File: config.mk
export PLATFORM = sky130hd
export DESIGN_NAME = philv_mem_arbiter
export DESIGN_NICKNAME = d
export VERILOG_FILES = /design/src/rtl/philv_mem_arbiter_pkg.sv /design/src/rtl/philv_mem_arbiter_rr_arbiter2.sv /design/src/rtl/philv_mem_arbiter.sv
export SDC_FILE = /design/constraint.sdc
export NUM_CORES = 1
export LEC_CHECK = 0
export CAP_MARGIN = 20
export CORE_UTILIZATION = 40
export DETAILED_ROUTE_END_ITERATION = 8
export HOLD_SLACK_MARGIN = 0.05
export MAX_ROUTING_LAYER = met4
export PLACE_DENSITY = 0.83
export SYNTH_ARGS = -nofsm -noshare
export SYNTH_HDL_FRONTEND = slang
export SYNTH_SLANG_ARGS = --single-unit
File: constraint.sdc
create_clock -name clk -period 2.25 [get_ports clk]
set_clock_uncertainty 0.05 [all_clocks]
set_input_delay 0.675 -clock clk [delete_from_list [all_inputs] [get_ports clk]]
set_output_delay 0.675 -clock clk [all_outputs]
set_load 0.1 [all_outputs]
File: src/rtl/philv_mem_arbiter_pkg.sv
// Shared encodings for the unified-memory arbiter: FSM states, port ids and
// the favour reset value.
package philv_mem_arbiter_pkg;

  localparam logic [1:0] ST_IDLE  = 2'd0;
  localparam logic [1:0] ST_ISSUE = 2'd1;
  localparam logic [1:0] ST_WAIT  = 2'd2;
  localparam logic [1:0] ST_DONE  = 2'd3;

  localparam logic ARB_PORT_IF = 1'b0;
  localparam logic ARB_PORT_D  = 1'b1;

  localparam logic FAVOUR_RST = ARB_PORT_IF;

  function automatic logic other_port(input logic port);
    return ~port;
  endfunction

endpackage

File: src/rtl/philv_mem_arbiter_rr_arbiter2.sv
// Two-request round-robin picker; owns the favour flip-flop, which points at
// the port that wins the next tie.
module rr_arbiter2
  import philv_mem_arbiter_pkg::*;
(
  input  logic       clk,
  input  logic       rst,
  input  logic [1:0] req,
  input  logic       update,
  input  logic       served,
  output logic       grant,
  output logic       any
);

  logic favour;

  always_ff @(posedge clk) begin
    if (rst) begin
      favour <= FAVOUR_RST;
    end else if (update) begin
      favour <= other_port(served);
    end
  end

  // req[0] is fetch, req[1] is data; a tie goes to the favoured port.
  always_comb begin
    any   = |req;
    grant = favour;
    if (req == 2'b01) begin
      grant = ARB_PORT_IF;
    end else if (req == 2'b10) begin
      grant = ARB_PORT_D;
    end
  end

endmodule

File: src/rtl/philv_mem_arbiter.sv
// Shares one fixed-latency single-port memory between instruction fetch and
// load/store: IDLE -> ISSUE -> WAIT -> DONE per access, round-robin on ties.
module philv_mem_arbiter
  import philv_mem_arbiter_pkg::*;
#(
  parameter int unsigned ADDR_WIDTH = 32,
  parameter int unsigned DATA_WIDTH = 32,
  parameter int unsigned RD_LATENCY = 1
) (
  input  logic                  clk,
  input  logic                  rst,
  input  logic                  if_req,
  input  logic [ADDR_WIDTH-1:0] if_addr,
  output logic                  if_ack,
  output logic [DATA_WIDTH-1:0] if_rdata,
  input  logic                  d_req,
  input  logic                  d_we,
  input  logic [ADDR_WIDTH-1:0] d_addr,
  input  logic [DATA_WIDTH-1:0] d_wdata,
  output logic                  d_ack,
  output logic [DATA_WIDTH-1:0] d_rdata,
  output logic                  mem_en,
  output logic                  mem_we,
  output logic [ADDR_WIDTH-1:0] mem_addr,
  output logic [DATA_WIDTH-1:0] mem_wdata,
  input  logic [DATA_WIDTH-1:0] mem_rdata,
  output logic                  busy
);

  localparam int unsigned CW = (RD_LATENCY > 1) ? $clog2(RD_LATENCY + 1) : 1;

  logic [1:0]    state;
  logic [CW-1:0] cnt;
  logic          port_q;
  logic          we_q;
  logic          grant;
  logic          any;

  rr_arbiter2 u_rr (
    .clk    (clk),
    .rst    (rst),
    .req    ({d_req, if_req}),
    .update (state == ST_DONE),
    .served (port_q),
    .grant  (grant),
    .any    (any)
  );

  always_ff @(posedge clk) begin
    if (rst) begin
      state     <= ST_IDLE;
      cnt       <= '0;
      port_q    <= ARB_PORT_IF;
      we_q      <= 1'b0;
      mem_addr  <= '0;
      mem_wdata <= '0;
      if_rdata  <= '0;
      d_rdata   <= '0;
    end else begin
      case (state)
        ST_IDLE: begin
          if (any) begin
            // Request fields are captured straight into the memory-side
            // registers; later changes on the requester ports are ignored.
            port_q    <= grant;
            we_q      <= (grant == ARB_PORT_D) && d_we;
            mem_addr  <= (grant == ARB_PORT_D) ? d_addr : if_addr;
            mem_wdata <= (grant == ARB_PORT_D) ? d_wdata : '0;
            state     <= ST_ISSUE;
          end
        end
        ST_ISSUE: begin
          cnt   <= CW'(RD_LATENCY);
          state <= ST_WAIT;
        end
        ST_WAIT: begin
          cnt <= cnt - CW'(1);
          if (cnt == CW'(1)) begin
            if (!we_q) begin
              if (port_q == ARB_PORT_IF) begin
                if_rdata <= mem_rdata;
              end else begin
                d_rdata <= mem_rdata;
              end
            end
            state <= ST_DONE;
          end
        end
        ST_DONE: begin
          state <= ST_IDLE;
        end
        default: begin
          state <= ST_IDLE;
        end
      endcase
    end
  end

  assign mem_en = (state == ST_ISSUE);
  assign mem_we = (state == ST_ISSUE) && we_q;
  assign if_ack = (state == ST_DONE) && (port_q == ARB_PORT_IF);
  assign d_ack  = (state == ST_DONE) && (port_q == ARB_PORT_D);
  assign busy   = (state != ST_IDLE);

endmodule

# After elaboration in Yosys (flattened, before gate mapping)
# Index checks and enable logic that the tools add are counted.
# totals
in_bits,133
output_inout_bits,133
wordCells,39
memories,0
register_bits,134
romBits,0
latchBits,0
mem_bits_rw,0
# op_classes
order_cmp,0
n_reduce_logical,12
addsub,1
n_mux,8
n_eq_ne,7
n_div,0
n_shift,0
multipliers,0
bitwise_logic,2
# ops
op,count
$mux W32,2
$pmux W2 S4,1
$reduce_and A4 Y1,2
$eq A2 B2 Y1 const B,3
$eq A2 B1 Y1 const B,2
$logic_and A1 B1 Y1,4
$mux W2,2
$ne A2 B2 Y1 const B,2
$reduce_and A2 Y1,2
$reduce_bool A2 Y1,2
$logic_not A2 Y1,1
$mux W1,2
$not A1 Y1,2
$pmux W1 S2,1
$reduce_or A2 Y1,1
$sub A1 B1 Y1 const B,1

# Longest topological paths before layout
# Gate-level depths: netlist (run 1).
# depth
ltp_word,4
ltp_mapped,7
mapped_depth_nobuf,5

# Modules after synthesis
# A second synthesis (run 1) with hierarchy kept.
# hier_totals
hier_cells,610
hier_area_um2,5285.1
# by_module_without_submodules
mod,area_per_inst_um2,seq_area_each_um2,cells_per_inst,instances
philv_mem_arbiter,5232.5,2662.6,604,1
rr_arbiter2,52.6,20.0,6,1

# Least setup slack after synthesis (run 1)
# OpenSTA, ideal clock, no wires.
# synth_timing
path_kind,register to output
from,register state[1]
to,output mem_we
arrival_ns,2.082
path_buffers,0
required_ns,1.525
setup_slack_ns,-0.557
stages_incl_launch_ff,4
cell_sequence,dfxtp_1 > inv_1 > ha_1 > and2_1
# synth_via
elab_chain_cells,2
# synth_rtl
element,line_no,rtl
start: declaration,philv_mem_arbiter.sv:32,logic [1:0] state;
start signal: assignment,philv_mem_arbiter.sv:51,state <= ST_IDLE;
start signal: assignment,philv_mem_arbiter.sv:69,state <= ST_ISSUE;
start signal: assignment,philv_mem_arbiter.sv:74,state <= ST_WAIT;
$eq A2 B1 Y1,n/a,
net mem_en,philv_mem_arbiter.sv:22,"output logic mem_en,"
$logic_and A1 B1 Y1,philv_mem_arbiter.sv:100,assign mem_we = (state == ST_ISSUE) && we_q;
end: declaration,philv_mem_arbiter.sv:23,"output logic mem_we,"
# The timed path passes the listed nets, and every way through them passes these cells.

# Worst setup path in the final report (run 1)
# layout_timing
from,register state[1]
to,output mem_we
# layout_via
elab_chain_cells,2
# layout_rtl
element,line_no
$eq A2 B1 Y1,philv_mem_arbiter.sv:100
$logic_and A1 B1 Y1,philv_mem_arbiter.sv:100
# Every way passes these cells.

==> results of run 1 <==
## power by group through the flow
stage                     combinational (mW)  sequential, mW  clock (mW)
final                                   5.04            2.95        2.84
after global routing                    5.24            3.00        2.98
after CTS                               5.01            2.95        2.88
after detailed placement                4.97            2.99           0
after global placement                  4.95            2.98           0
after floorplan                         1.50            5.33           0
## routing by layer
metal / track usage (%) / vias to the layer above / wire, um
met2: 38.8 / 278 / 8860
met5: - / - / 0
met4: 12.8 / 0 / 739
li1: - / 2890 / -
met1: 31.5 / 2808 / 7880
met3: 5.01 / 53 / 1230
## layout by cell type, fill, tap and decap left out, drive strengths merged
master	n
nor2	34
a21oi	100
o21a	1
nor3	2
nand2	162
buf	156
o2111ai	33
clkinvlp	2
nand3	2
a2111oi	64
nand4b	1
and4bb	1
clkdlybuf4s50	130
o211ai	1
nor4	33
inv	6
clkinv	3
and2	2
dfxtp	134
nand4bb	1
nand2b	1
ha	6
nor3b	1
bufinv	2
and4b	1
nor2b	2
or3b	1
clkbuf	25
o21ai	3
## area by class of cell
cell class,instances,area share (%)
multi-input cells,452,29.5
flip-flops and latches,134,30.8
repair buffers,286,29.7
well taps,180,2.58
inverters,6,0.344
clock buffers,25,6.02
clock inverters,7,1.03
## cells by family after synthesis
family                   Yosys count
AO/OA/AOI/OAI                    202
buffers and inverters             85
AND/OR/NAND/NOR                  244
flip-flops                       134
adder cells (fa/ha/maj)            6
## worst max-delay path: stages, from the launching register on
cell	delay [ns]
dfxtp_2	0.37
inv_1	0.09
ha_2	0.20
and2_2	0.21
buf_12	0.17
## how the worst min path moves through the flow
stage / start / to / slack [ns] / depth (start not counted)
4_1_cts: mem_wdata[30]$_SDFFE_PP0P_ / mem_wdata[30]$_SDFFE_PP0P_ / 0.40 / 2
5_1_grt: if_rdata[10]$_SDFFE_PP0P_ / if_rdata[10]$_SDFFE_PP0P_ / 0.42 / 2
6_report: if_rdata[1]$_SDFFE_PP0P_ / if_rdata[1]$_SDFFE_PP0P_ / 0.40 / 2
2_1_floorplan: we_q$_SDFFE_PP0P_ / we_q$_SDFFE_PP0P_ / 0.42 / 2
3_3_place_gp: mem_wdata[14]$_SDFFE_PP0P_ / mem_wdata[14]$_SDFFE_PP0P_ / 0.39 / 2
3_5_place_dp: mem_wdata[30]$_SDFFE_PP0P_ / mem_wdata[30]$_SDFFE_PP0P_ / 0.40 / 2
## flip-flops by register name, summed over array words and instances, names as in the netlist
register	count
cnt	1
d_rdata	32
if_rdata	32
mem_addr	32
mem_wdata	32
port_q	1
state	2
u_rr.favour	1
we_q	1
## timing repair
item / in CTS / in global routing
gates resized for setup: 3 / 4
setup endpoints to repair: 2 / 2
pin swaps: 0 / 0
==> reports/qor.csv, run 1 <==
metric;value;unit
result of the run;finished, final reports clean;
xor/xnor cell area share of the yosys netlist;0;%
total power after layout;10.8;mW
portion of total power attributed to sequential cells;27.3;%
routability cong.;0.829;
global router's overall resource usage;25.3;%
post-placement cell count;1058;
area fraction in compound gates after synthesis;25.1;%
final standard cell utilization of the core;62.6;%
CTS Buffer Depth;2;
number of hold buffers added after CTS;0;
CP Data Required Time;1.52;ns
CP endpoint;mem_we;
critical path launch point type;flip-flop;
H-tree Lvls;4;
post-synth cell types;34;
clock buffer count from CTS;17;
internal power of the cells;5.77;mW
number of search-and-repair iterations in the first detailed-routing pass;5;
total non-filler cell area in the finished layout;8730;sq um
Die Ht;122;um
R2R Path End;state[0]$_SDFFE_PP0P_;
classification of the worst setup path;reg -> out;
number of setup violations in the final report;0;
fraction of power spent switching nets;46.8;%
Syn Nets;810;
startpoint of the most critical register-to-register path;state[0]$_SDFFE_PP0P_;
combinational fraction of design power;46.5;%
multi-input gate area in the final layout;2580;sq um
area inside the core boundary;13900;sq um
fraction of registers with async set/reset;0;%
worst-case register-to-register setup slack;0.22;ns
via count of the routed design;6029;
clk sink count;134;
biggest fanout along the worst timing path;5;
relative area change from synthesis to final layout;51.7;%
kind of path behind the tightest hold check;reg -> reg;
top post-synthesis cells by count;162 x nand2_1, 134 x dfxtp_1, 100 x a21oi_1;
cell types occupying the most area after synthesis;dfxtp_1 47%, nand2_1 11%, a21oi_1 8.7%;
gr ovfl total;0;
LEAKAGE;3.23;nW
launching instance or port of the critical path;state[1]$_SDFFE_PP0P_;
root buffer cell;clkbuf_16;
final-report max-slew violation count;0;
Synthesis Warnings;0;
post-synth top area share;46.6;%
flop and latch count out of synthesis;134;
insertion delay to the later sink of the worst-skew pair;0.40;ns
largest family of logic cells by synthesized area;compound AO/OA/AOI/OAI gates;
final-stage net count;1036;
netlist area before placement;5750;sq um
count of placed standard cells in the final layout, fillers left out;1090;
share of post-route cells with drive strength above 1;22.4;%
starting density of the core;41.3;%
worst vdd rail ir drop;0.000772;V
Die ar.;14900;sq um
violation count after the first detailed-routing iteration;469;
final routed wire length divided by cell count;17.2;um
maximum capacitance violations;0;
via count of the first global-routing pass;5589;
placement row count;43;
CTS tree;yes;
cell count after synthesis;671;
cell area power density;1240;nW/um^2
worst-margin pin slew;0.686;ns
Final Routed Wirelength;18700;um
sequential cell area;2690;sq um
largest net degree at the start of global routing;68;
adder-cell share of the synthesized area;1.30;%
IO buf count;265;
antenna violations before repair;0;
post-route worst setup slack;0.0772;ns
library cell with the highest instance count after synthesis;nand2_1;
multiplexer share of the synthesized area;0;%
Filler cells;1227;
Post-CTS Setup Bufs;0;
Slew Limit Headroom;54.2;%
final hold slack;0.403;ns
number of cells traversed by the worst register-to-register path;6;
share of the yosys chip area belonging to registers;46.6;%
top flip-flop cell by instance count after synthesis;dfxtp_1;
capturing element type of the critical path;output pin;
clock group share of total power;26.2;%
cell taking the most area after synthesis;dfxtp_1;
via density per instance;5.53;
number of diodes added for antenna fixing;0;
clock slew at reported path FFs;0.06;ns
global-route wire length before repair;28800;um
Die Wd;122;um
drt drc;0;
period utilisation layout;96.6;%
achievable frequency;460;MHz
post-synthesis share of cell area spent on and, or, nand and nor gates;18.3;%
Cell Area, Placed;8100;sq um
average footprint of a synthesized cell;8.57;sq um
Post-synth EDFFs;0;
minimum clock period after layout;2.17;ns
setup repair after global routing missed its margin;false;
total negative slack for setup checks;0;ns
number of placed I/O pins;266;
Final Hold Vio Count;0;
net switching component of the power;5.07;mW
worst-case setup slack after placement;-0.0258;ns
Arr. time, crit path;1.45;ns
DPL Wire Length;12000;um
Post-DRT Antenna Nets;0;
(Power assumes the default switching activity.)
==> inputs of run 2 (changes only) <==
- SKIP_LAST_GASP: not set -> 1
==> reports/qor.csv, run 2 (synthesis results as in run 1) <==
metric;value;unit
Post-DRT Antenna Nets;0;
final-report max-slew violation count;0;
H-tree Lvls;4;
clock slew at reported path FFs;0.06;ns
clock buffer count from CTS;17;
total non-filler cell area in the finished layout;8730;sq um
number of placed I/O pins;266;
portion of total power attributed to sequential cells;27.3;%
critical path launch point type;flip-flop;
period utilisation layout;96.6;%
CTS Buffer Depth;2;
placement row count;43;
Die Ht;122;um
global router's overall resource usage;25.3;%
relative area change from synthesis to final layout;51.7;%
CTS tree;yes;
number of diodes added for antenna fixing;0;
master of the slowest instance on the critical path;dfxtp_2;
leading cell types in the layout, fill and taps excluded;162 x nand2_1, 145 x buf_4, 132 x dfxtp_1;
largest net degree at the start of global routing;68;
net switching component of the power;5.06;mW
post-route worst setup slack;0.0776;ns
Die Wd;122;um
starting density of the core;41.3;%
worst vdd rail ir drop;0.000772;V
final standard cell utilization of the core;62.6;%
via count of the routed design;6033;
IO buf count;265;
Crit path max-delay family;flip-flops;
Filler cells;1229;
internal power of the cells;5.76;mW
via count of the first global-routing pass;5589;
routability cong.;0.829;
via density per instance;5.53;
worst-case setup slack after placement;-0.0258;ns
Final Hold Vio Count;0;
Cell Area, Placed;8100;sq um
longest individual stage delay on the worst path;0.37;ns
final routed wire length divided by cell count;17.1;um
gr ovfl total;0;
number of search-and-repair iterations in the first detailed-routing pass;5;
cell area power density;1240;nW/um^2
classification of the worst setup path;reg -> out;
result of the run;finished, final reports clean;
CP Data Required Time;1.52;ns
Slew Limit Headroom;54.5;%
Final Routed Wirelength;18700;um
DPL Wire Length;12000;um
total negative slack for setup checks;0;ns
combinational fraction of design power;46.5;%
setup repair after global routing missed its margin;false;
ordered cell list for the critical path;inv_1 > ha_2 > and2_2 > buf_12;
final-stage net count;1036;
minimum clock period after layout;2.17;ns
area inside the core boundary;13900;sq um
clk sink count;134;
Die ar.;14900;sq um
insertion delay to the later sink of the worst-skew pair;0.40;ns
maximum capacitance violations;0;
biggest fanout along the worst timing path;5;
drt drc;0;
violation count after the first detailed-routing iteration;470;
global-route wire length before repair;28800;um
worst-margin pin slew;0.683;ns
fraction of power spent switching nets;46.8;%
final hold slack;0.403;ns
worst path buffer plus inverter count;2;
antenna violations before repair;0;
share of post-route cells with drive strength above 1;22.4;%
clock group share of total power;26.2;%
LEAKAGE;3.22;nW
most common library cell in the layout ignoring fill and taps;nand2_1;
achievable frequency;460;MHz
capturing element type of the critical path;output pin;
Arr. time, crit path;1.45;ns
root buffer cell;clkbuf_16;
number of setup violations in the final report;0;
kind of path behind the tightest hold check;reg -> reg;
[run 2: per-stage QoR]
step | total power [mW] | std cells
after global placement | 7.94 | 1058
after detailed placement | 7.96 | 1058
after global routing | 11.2 | 1090
after floorplan | 6.83 | 671
final | 10.8 | 1090
after CTS | 10.8 | 1090
[run 2: layer usage]
layer  vias to the layer above  GRT usage [%]  part of all wire [%]
met3                        55           5.01                   6.5
li1                       2894              -                     -
met4                         0           12.8                   4.1
met2                       273           38.8                    47
met5                         -              -                     0
met1                      2811           31.5                    42
[run 2: power groups by stage]
stage / Clock, mW / Sequential, mW / Combinational, mW
after global placement: 0 / 2.98 / 4.95
after floorplan: 0 / 5.33 / 1.50
final: 2.84 / 2.95 / 5.03
after detailed placement: 0 / 2.99 / 4.97
after CTS: 2.88 / 2.95 / 5.01
after global routing: 2.98 / 3.00 / 5.23
[run 2: worst reg2reg max path, cell delays in order (launching register included)]
cell and delay [ns]:
dfxtp_2 0.35, inv_1 0.11, ha_2 0.23, buf_4 0.38, or3b_2 0.53, a21oi_1 0.15, nor3_1 0.07
[run 2: cell type report]
| cell class | count | area, sq um | share of cell area [%] |
|---|---|---|---|
| inverters | 6 | 27.5 | 0.315 |
| flip-flops and latches | 134 | 2690 | 30.8 |
| multi-input cells | 452 | 2580 | 29.5 |
| repair buffers | 286 | 2590 | 29.7 |
| clock buffers | 25 | 526 | 6.02 |
| clock inverters | 7 | 90.1 | 1.03 |
| well taps | 180 | 225 | 2.58 |
[run 2: final timing paths]
check                                  end                startpoint  slack [ns]  depth (start not counted)
setup / recovery                    mem_we     state[1]$_SDFFE_PP0P_        0.08                          4
hold / removal    if_rdata[1]$_SDFFE_PP0P_  if_rdata[1]$_SDFFE_PP0P_        0.40                          2
setup reg to reg     state[0]$_SDFFE_PP0P_     state[1]$_SDFFE_PP0P_        0.28                          6
hold reg to reg   if_rdata[1]$_SDFFE_PP0P_  if_rdata[1]$_SDFFE_PP0P_        0.40                          2
[run 2: repair_timing]
action,4_1_cts,5_1_grt
hold buffers,0,0
gates resized for setup,2,4
buffers inserted,0,0
endpoints found under the setup margin,2,2
